<file path="config.mk">
export PLATFORM = sky130hd
export DESIGN_NAME = md_issue_ctrl_flat
export DESIGN_NICKNAME = d
export VERILOG_FILES = /design/src/rtl/md_issue_ctrl_if.sv /design/src/rtl/md_issue_ctrl.sv /design/src/flat_wrapper.sv
export SDC_FILE = /design/constraint.sdc
export NUM_CORES = 1
export LEC_CHECK = 0
export ABC_AREA = 1
export CAP_MARGIN = 20
export CORE_ASPECT_RATIO = 1.75
export CORE_MARGIN = 2
export CORE_UTILIZATION = 46
export CTS_CLUSTER_SIZE = 40
export DETAILED_ROUTE_END_ITERATION = 7
export PLACE_DENSITY_LB_ADDON = 0.15
export SLEW_MARGIN = 40
export SYNTH_ARGS = -nofsm -noshare
export SYNTH_HDL_FRONTEND = slang
export SYNTH_SLANG_ARGS = --single-unit
</file>
<file path="constraint.sdc">
create_clock -name clk -period 1.4 [get_ports clk]
set_input_delay 0.35 -clock clk [delete_from_list [all_inputs] [get_ports clk]]
set_output_delay 0.35 -clock clk [all_outputs]
set_load 0.01 [all_outputs]
</file>
<file path="src/rtl/md_issue_ctrl_if.sv">
// Bus between D-stage decode, the MDU and the MD issue/hazard controller.
// The controller takes the slave side; decode/MDU (or a bench) take the master side.
interface md_issue_ctrl_if #(
  parameter int CNT_W = 4
);
  // Handshake: D holds an MD-class instruction (d_valid && d_md_op in 1..8)
  // until a cycle with stall_md=0 and ext_stall=0; that edge is its transfer
  // into E. stall_md never depends on ext_stall, so there is no loop back.
  logic             d_valid;
  logic [3:0]       d_md_op;
  logic             ext_stall;
  logic             mdu_busy;
  logic [3:0]       e_op;
  logic             e_start;
  logic             stall_md;
  logic             shadow_busy;
  logic [31:0]      stall_cnt;
  logic [1:0]       dbg_state;
  logic [CNT_W-1:0] dbg_cnt;

  modport slave (
    input  d_valid, d_md_op, ext_stall, mdu_busy,
    output e_op, e_start, stall_md, shadow_busy, stall_cnt, dbg_state, dbg_cnt
  );

  modport master (
    output d_valid, d_md_op, ext_stall, mdu_busy,
    input  e_op, e_start, stall_md, shadow_busy, stall_cnt, dbg_state, dbg_cnt
  );
endinterface

</file>
<file path="src/rtl/md_issue_ctrl.sv">
// E-stage issue and hazard control for the multiply/divide unit: registers the
// MD op into E, shadows MDU latency and stalls dependent MD ops in D.
module md_issue_ctrl #(
  parameter int MULT_LAT = 5,
  parameter int DIV_LAT  = 10,
  parameter int CNT_W    = 4
) (
  input  logic         clk,
  input  logic         reset,
  md_issue_ctrl_if.slave bus
);

  typedef enum logic [1:0] {
    IDLE = 2'd0,
    MULT = 2'd1,
    DIV  = 2'd2
  } state_t;

  state_t           state, state_nxt;
  logic [CNT_W-1:0] cnt, cnt_nxt;
  logic [3:0]       e_op_q;
  logic             e_start_q;
  logic [31:0]      stall_cnt_q;

  logic [3:0]       op_norm;
  logic             md_class;
  logic             is_start;
  logic             stall;
  logic             bubble;

  // Encodings 9..15 decode as "no MD op" so they never stall or issue.
  always_comb begin
    op_norm  = (bus.d_md_op <= 4'd8) ? bus.d_md_op : 4'd0;
    md_class = bus.d_valid && (op_norm != 4'd0);
    is_start = (op_norm >= 4'd1) && (op_norm <= 4'd4);
    stall    = md_class && (e_start_q || (state != IDLE) || bus.mdu_busy);
    bubble   = stall || bus.ext_stall || !bus.d_valid;
  end

  always_comb begin
    state_nxt = state;
    cnt_nxt   = cnt;
    case (state)
      IDLE: begin
        if (e_start_q && (e_op_q == 4'd1 || e_op_q == 4'd2)) begin
          state_nxt = MULT;
          cnt_nxt   = CNT_W'(1);
        end else if (e_start_q && (e_op_q == 4'd3 || e_op_q == 4'd4)) begin
          state_nxt = DIV;
          cnt_nxt   = CNT_W'(1);
        end
      end
      MULT: begin
        if (cnt == CNT_W'(MULT_LAT)) begin
          state_nxt = IDLE;
          cnt_nxt   = '0;
        end else begin
          cnt_nxt = cnt + CNT_W'(1);
        end
      end
      DIV: begin
        if (cnt == CNT_W'(DIV_LAT)) begin
          state_nxt = IDLE;
          cnt_nxt   = '0;
        end else begin
          cnt_nxt = cnt + CNT_W'(1);
        end
      end
      default: begin
        state_nxt = IDLE;
        cnt_nxt   = '0;
      end
    endcase
  end

  always_ff @(posedge clk) begin
    if (reset) begin
      state       <= IDLE;
      cnt         <= '0;
      e_op_q      <= 4'd0;
      e_start_q   <= 1'b0;
      stall_cnt_q <= 32'd0;
    end else begin
      state <= state_nxt;
      cnt   <= cnt_nxt;
      if (bubble) begin
        e_op_q    <= 4'd0;
        e_start_q <= 1'b0;
      end else begin
        e_op_q    <= op_norm;
        e_start_q <= is_start;
      end
      if (stall) stall_cnt_q <= stall_cnt_q + 32'd1;
    end
  end

  assign bus.e_op        = e_op_q;
  assign bus.e_start     = e_start_q;
  assign bus.stall_md    = stall;
  assign bus.shadow_busy = (state != IDLE);
  assign bus.stall_cnt   = stall_cnt_q;
  assign bus.dbg_state   = state;
  assign bus.dbg_cnt     = cnt;

endmodule

</file>
<file path="src/flat_wrapper.sv">
// flat-port wrapper written by rule: the top's interface ports become plain ports
module md_issue_ctrl_flat 
#(
  parameter int MULT_LAT = 5,
  parameter int DIV_LAT  = 10,
  parameter int CNT_W    = 4
)
  (clk, reset, bus_d_valid, bus_d_md_op, bus_ext_stall, bus_mdu_busy, bus_e_op, bus_e_start, bus_stall_md, bus_shadow_busy, bus_stall_cnt, bus_dbg_state, bus_dbg_cnt);
  md_issue_ctrl_if #(.CNT_W(CNT_W)) bus_i ();
  input  logic clk;
  input  logic reset;
  input wire logic [$bits(bus_i.d_valid)-1:0] bus_d_valid;
  input wire logic [$bits(bus_i.d_md_op)-1:0] bus_d_md_op;
  input wire logic [$bits(bus_i.ext_stall)-1:0] bus_ext_stall;
  input wire logic [$bits(bus_i.mdu_busy)-1:0] bus_mdu_busy;
  output wire logic [$bits(bus_i.e_op)-1:0] bus_e_op;
  output wire logic [$bits(bus_i.e_start)-1:0] bus_e_start;
  output wire logic [$bits(bus_i.stall_md)-1:0] bus_stall_md;
  output wire logic [$bits(bus_i.shadow_busy)-1:0] bus_shadow_busy;
  output wire logic [$bits(bus_i.stall_cnt)-1:0] bus_stall_cnt;
  output wire logic [$bits(bus_i.dbg_state)-1:0] bus_dbg_state;
  output wire logic [$bits(bus_i.dbg_cnt)-1:0] bus_dbg_cnt;
  assign bus_i.d_valid = bus_d_valid;
  assign bus_i.d_md_op = bus_d_md_op;
  assign bus_i.ext_stall = bus_ext_stall;
  assign bus_i.mdu_busy = bus_mdu_busy;
  assign bus_e_op = bus_i.e_op;
  assign bus_e_start = bus_i.e_start;
  assign bus_stall_md = bus_i.stall_md;
  assign bus_shadow_busy = bus_i.shadow_busy;
  assign bus_stall_cnt = bus_i.stall_cnt;
  assign bus_dbg_state = bus_i.dbg_state;
  assign bus_dbg_cnt = bus_i.dbg_cnt;
  md_issue_ctrl #(.MULT_LAT(MULT_LAT), .DIV_LAT(DIV_LAT), .CNT_W(CNT_W)) u_core (.clk(clk), .reset(reset), .bus(bus_i));
endmodule
</file>
==> run summary <==
The minimum clock period after layout is 1490 ps. The number of enable-type register cells in the synthesized netlist was 0; the multi-input logic area was 1770 sq um. The slowest stage of the critical path belongs to the cell sky130_fd_sc_hd__dfxtp_2. The layout has 422 filler cells. Gate family responsible for the most delay along the worst path: simple AND/OR/NAND/NOR gates. Initial standard-cell utilization of the core: 0.475. In this run the horizontal extent of the chip is 59.7 microns.

Setup repair after global routing could not meet its margin everywhere. The finished cells cover 3930 sq um. The die outline height was 101 microns; the detail-routed via count per cell was 5.24. The number of nets in the synthesized netlist is 417. The logs give 905 sq um for the sequential cell area and 0.00175 uW for the leakage component of the power. For the number of antenna violations at the first check in global routing, the log shows 0. Number of detailed-route iterations in the first pass: 4. The first global-routing pass estimated 12.0 mm of wire. The share of total power consumed by net switching is 0.250. The placed wire-length estimate was 5.17 mm; the post-synthesis sequential area ratio was 0.345.

Counting the buffers created by CTS gives 5. TritonCTS built the clock tree. The total count of hold-check failures in the final report came out at 0. For the pin with the worst max-slew slack, the measured transition is 606 ps. Dividing the synthesized area by the synthesized cell count gives 6.13 sq um.

Once placement finished, the instance area stood at 3330 sq um. The internal portion of the total power is 1990 uW. The share of the synthesized netlist area taken by xor and xnor gates works out to 0.0421. The overall power is 2660 uW. The run gives 0.592 as the worst slew slack as a fraction of its limit. Global routing finished with a remaining overflow of 0. The number of different library cells used by synthesis comes to 30. Together, buffers and inverters on the worst path number 0.

After synthesis the cells add up to 2490 sq um. Clock slew seen by the registers of the worst setup and hold paths: 80 ps. For this block, the initial DRC count from the detailed router was 118. Total routing usage reported by global routing: 0.260.

The leading cell type in the layout, fill and taps excluded is sky130_fd_sc_hd__nand2_1. The checks that failed: setup timing. The synthesized instance count was 407; the mux contribution to synthesized area was 0. For this run, the number of Yosys warnings is 0. For this run, the top clock speed supported by timing is 0.670 GHz.

In the synthesized netlist the dominant register cell turns out to be sky130_fd_sc_hd__dfxtp_1. The root buffer cell was sky130_fd_sc_hd__clkbuf_8. The tools report the max-cap check violation count as 0.

For the fraction of power consumed by sequential logic, the log shows 0.472. The number of nets with antenna violations after detailed routing was 0. For the worst-skew pair, the clock arrives at the later sink with an insertion delay of 300 ps. For this run, the slowest stage of the critical path takes 390 ps. The final route contains 2951 vias. The post-synthesis simple-gate area fraction came out at 0.455.

The count of final max-slew check failures is 0. Number of top-level design ports: 54. The slack of the worst reg-to-reg path came out at -90 ps. Clock skew on the completed layout was measured at 4.81 ps. The final cell utilization of the core was 0.747.

Peak fanout along the critical path: 6. The routed length per instance was 14.4 microns. The run finished, with violations left. The area fraction in compound gates after synthesis is 0.0767, and the maximum buffer depth of the clock tree is 2. Setup violations remaining at the end of the flow were counted as 14. VDD sags by at most 753 uV. For the core box area, the log shows 5260 sq um.

The final-stage net count was 517; the H-tree depth was 2. The share of flip-flops with an asynchronous set or reset after synthesis was 0. The port buffer count came out at 53.

In this run the worst hold path is classified as primary input to register. The clock group share of total power is 0.382, and the CTS sink count is 43. The die area came out at 6050 sq um.

Worst hold slack across all endpoints: 319 ps. The tools report the startpoint kind of the worst setup timing path as a register. The synthesis-to-layout area growth is 57.4%, and the data required time at the worst endpoint is 1580 ps. In the routed design, unresolved DRC markers number 0. The startpoint-to-endpoint class of the critical path was register to register.

Entering global routing, the biggest net connects 24 pins. For this design the ratio of total power to cell area is 676 nW/um^2. The signal on the critical path passes through nand2_1, nor2_2, nand2_2, nor2_8, nand2_4, nor2_4, xnor2_1, nor2_1.

Post-synthesis sequential element count: 43. The share of layout cells above drive strength 1 works out to 0.335. At the end of routability-driven placement, the weighted congestion stood at 0.940. The adder-cell area share of the yosys netlist is 0.00502, and the period utilization is 1.07. The run gives 665 uW as the switching component of the power. STA classifies the critical path endpoint as a register. The top cell types in the final layout, fill and taps aside, are sky130_fd_sc_hd__nand2_1 (114), sky130_fd_sc_hd__nor2_1 (65), sky130_fd_sc_hd__dlygate4sd2_1 (41). The run gives -92.1 ps as the post-layout worst setup margin. The tools report the number of global-route vias before repair as 2782.

The run gives 0 as the final antenna diode count. The combinational family with the most area after synthesis is simple AND/OR/NAND/NOR gates. The final layout contains routed wiring with a total length of 8.12 mm.

The combinational share of power was 0.146; the data arrival at the endpoint of the critical path was 1680 ps. The initialized floorplan defines 35 standard-cell rows.
## final cells by class
cell class,count,area share
timing repair buffer,102,0.234
tap,55,0.0175
clock inverter,2,0.00892
sequential,43,0.230
clock buffer,6,0.0210
multi-input combinational,317,0.450
inverter,38,0.0376
## cell families after synthesis
| logic type | after synthesis |
|---|---|
| flip-flops | 43 |
| buffers and inverters | 47 |
| AND/OR/NAND/NOR | 268 |
| adder cells (fa/ha/maj) | 1 |
| AO/OA/AOI/OAI | 36 |
| XOR/XNOR | 12 |
## sequential cells by signal, indices dropped and copies added (netlist names)
signal,flops
u_core.bus.dbg_state,2
u_core.bus.e_start,1
u_core.bus.e_op,4
u_core.bus.dbg_cnt,4
u_core.bus.stall_cnt,32
## worst paths after layout
| check | startpoint | cells after the start | end |
|---|---|---|---|
| setup reg to reg | u_core.bus.stall_cnt[7]$_SDFFE_PP0P_ | 8 | u_core.bus.stall_cnt[17]$_SDFFE_PP0P_ |
| setup / recovery | u_core.bus.stall_cnt[7]$_SDFFE_PP0P_ | 8 | u_core.bus.stall_cnt[17]$_SDFFE_PP0P_ |
| hold reg to reg | u_core.bus.stall_cnt[28]$_SDFFE_PP0P_ | 2 | u_core.bus.stall_cnt[28]$_SDFFE_PP0P_ |
| hold / removal | bus_d_md_op[0] | 3 | u_core.bus.e_op[0]$_SDFF_PP0_ |
## stage by stage
stage / std cells / setup TNS, ps / setup slack (ps)
after floorplan: 407 / 0 / 11.9
after global placement: 543 / -19110 / -744
after detailed placement: 543 / -20700 / -744
after CTS: 559 / -95.6 / -71.5
after global routing: 563 / -2670 / -211
final: 563 / -751 / -92.1
## power groups by stage
stage / Sequential (uW) / Combinational (uW) / Clock (uW)
CTS: 1260 / 353 / 1030
global placement: 1280 / 307 / 0
global route: 1260 / 419 / 1070
finish: 1250 / 389 / 1010
detailed placement: 1280 / 313 / 0
floorplan: 1290 / 143 / 0
## cell usage after synthesis, drive strengths merged, types with 3 or more instances
master  count  area, sq um
nand2     131          509
nor2      100          424
dfxtp      43          861
inv        38          143
nand3      25          135
a21oi      21          105
o21ai      12         60.1
nor3        7         35.0
xor2        7         61.3
buf         6         35.0
xnor2       5         43.8
clkbuf      3         11.3
## timing repair
action	4_1_cts	5_1_grt
setup buffers	7	4
endpoints found under the setup margin	82	36
gates resized for setup	129	78
hold endpoints to repair	0	0
pin swaps	20	21
gates cloned	2	0
hold buffers	0	0
## worst min-delay path, stage by stage
cell                      delay (ps)
sky130_fd_sc_hd__buf_2           120
sky130_fd_sc_hd__nand2_1          70
sky130_fd_sc_hd__nor2_1           40
## layer usage
metal | GRT usage | share of wire | routed length (microns) | vias to the layer above
li1 | - | - | - | 1461
met1 | 0.244 | 0.33 | 2720 | 1350
met2 | 0.504 | 0.57 | 4590 | 107
met3 | 0.0421 | 0.050 | 406 | 33
met4 | 0.135 | 0.050 | 408 | 0
met5 | 0 | 0 | 0 | -
Note: power is estimated with default switching activity, not from simulation.
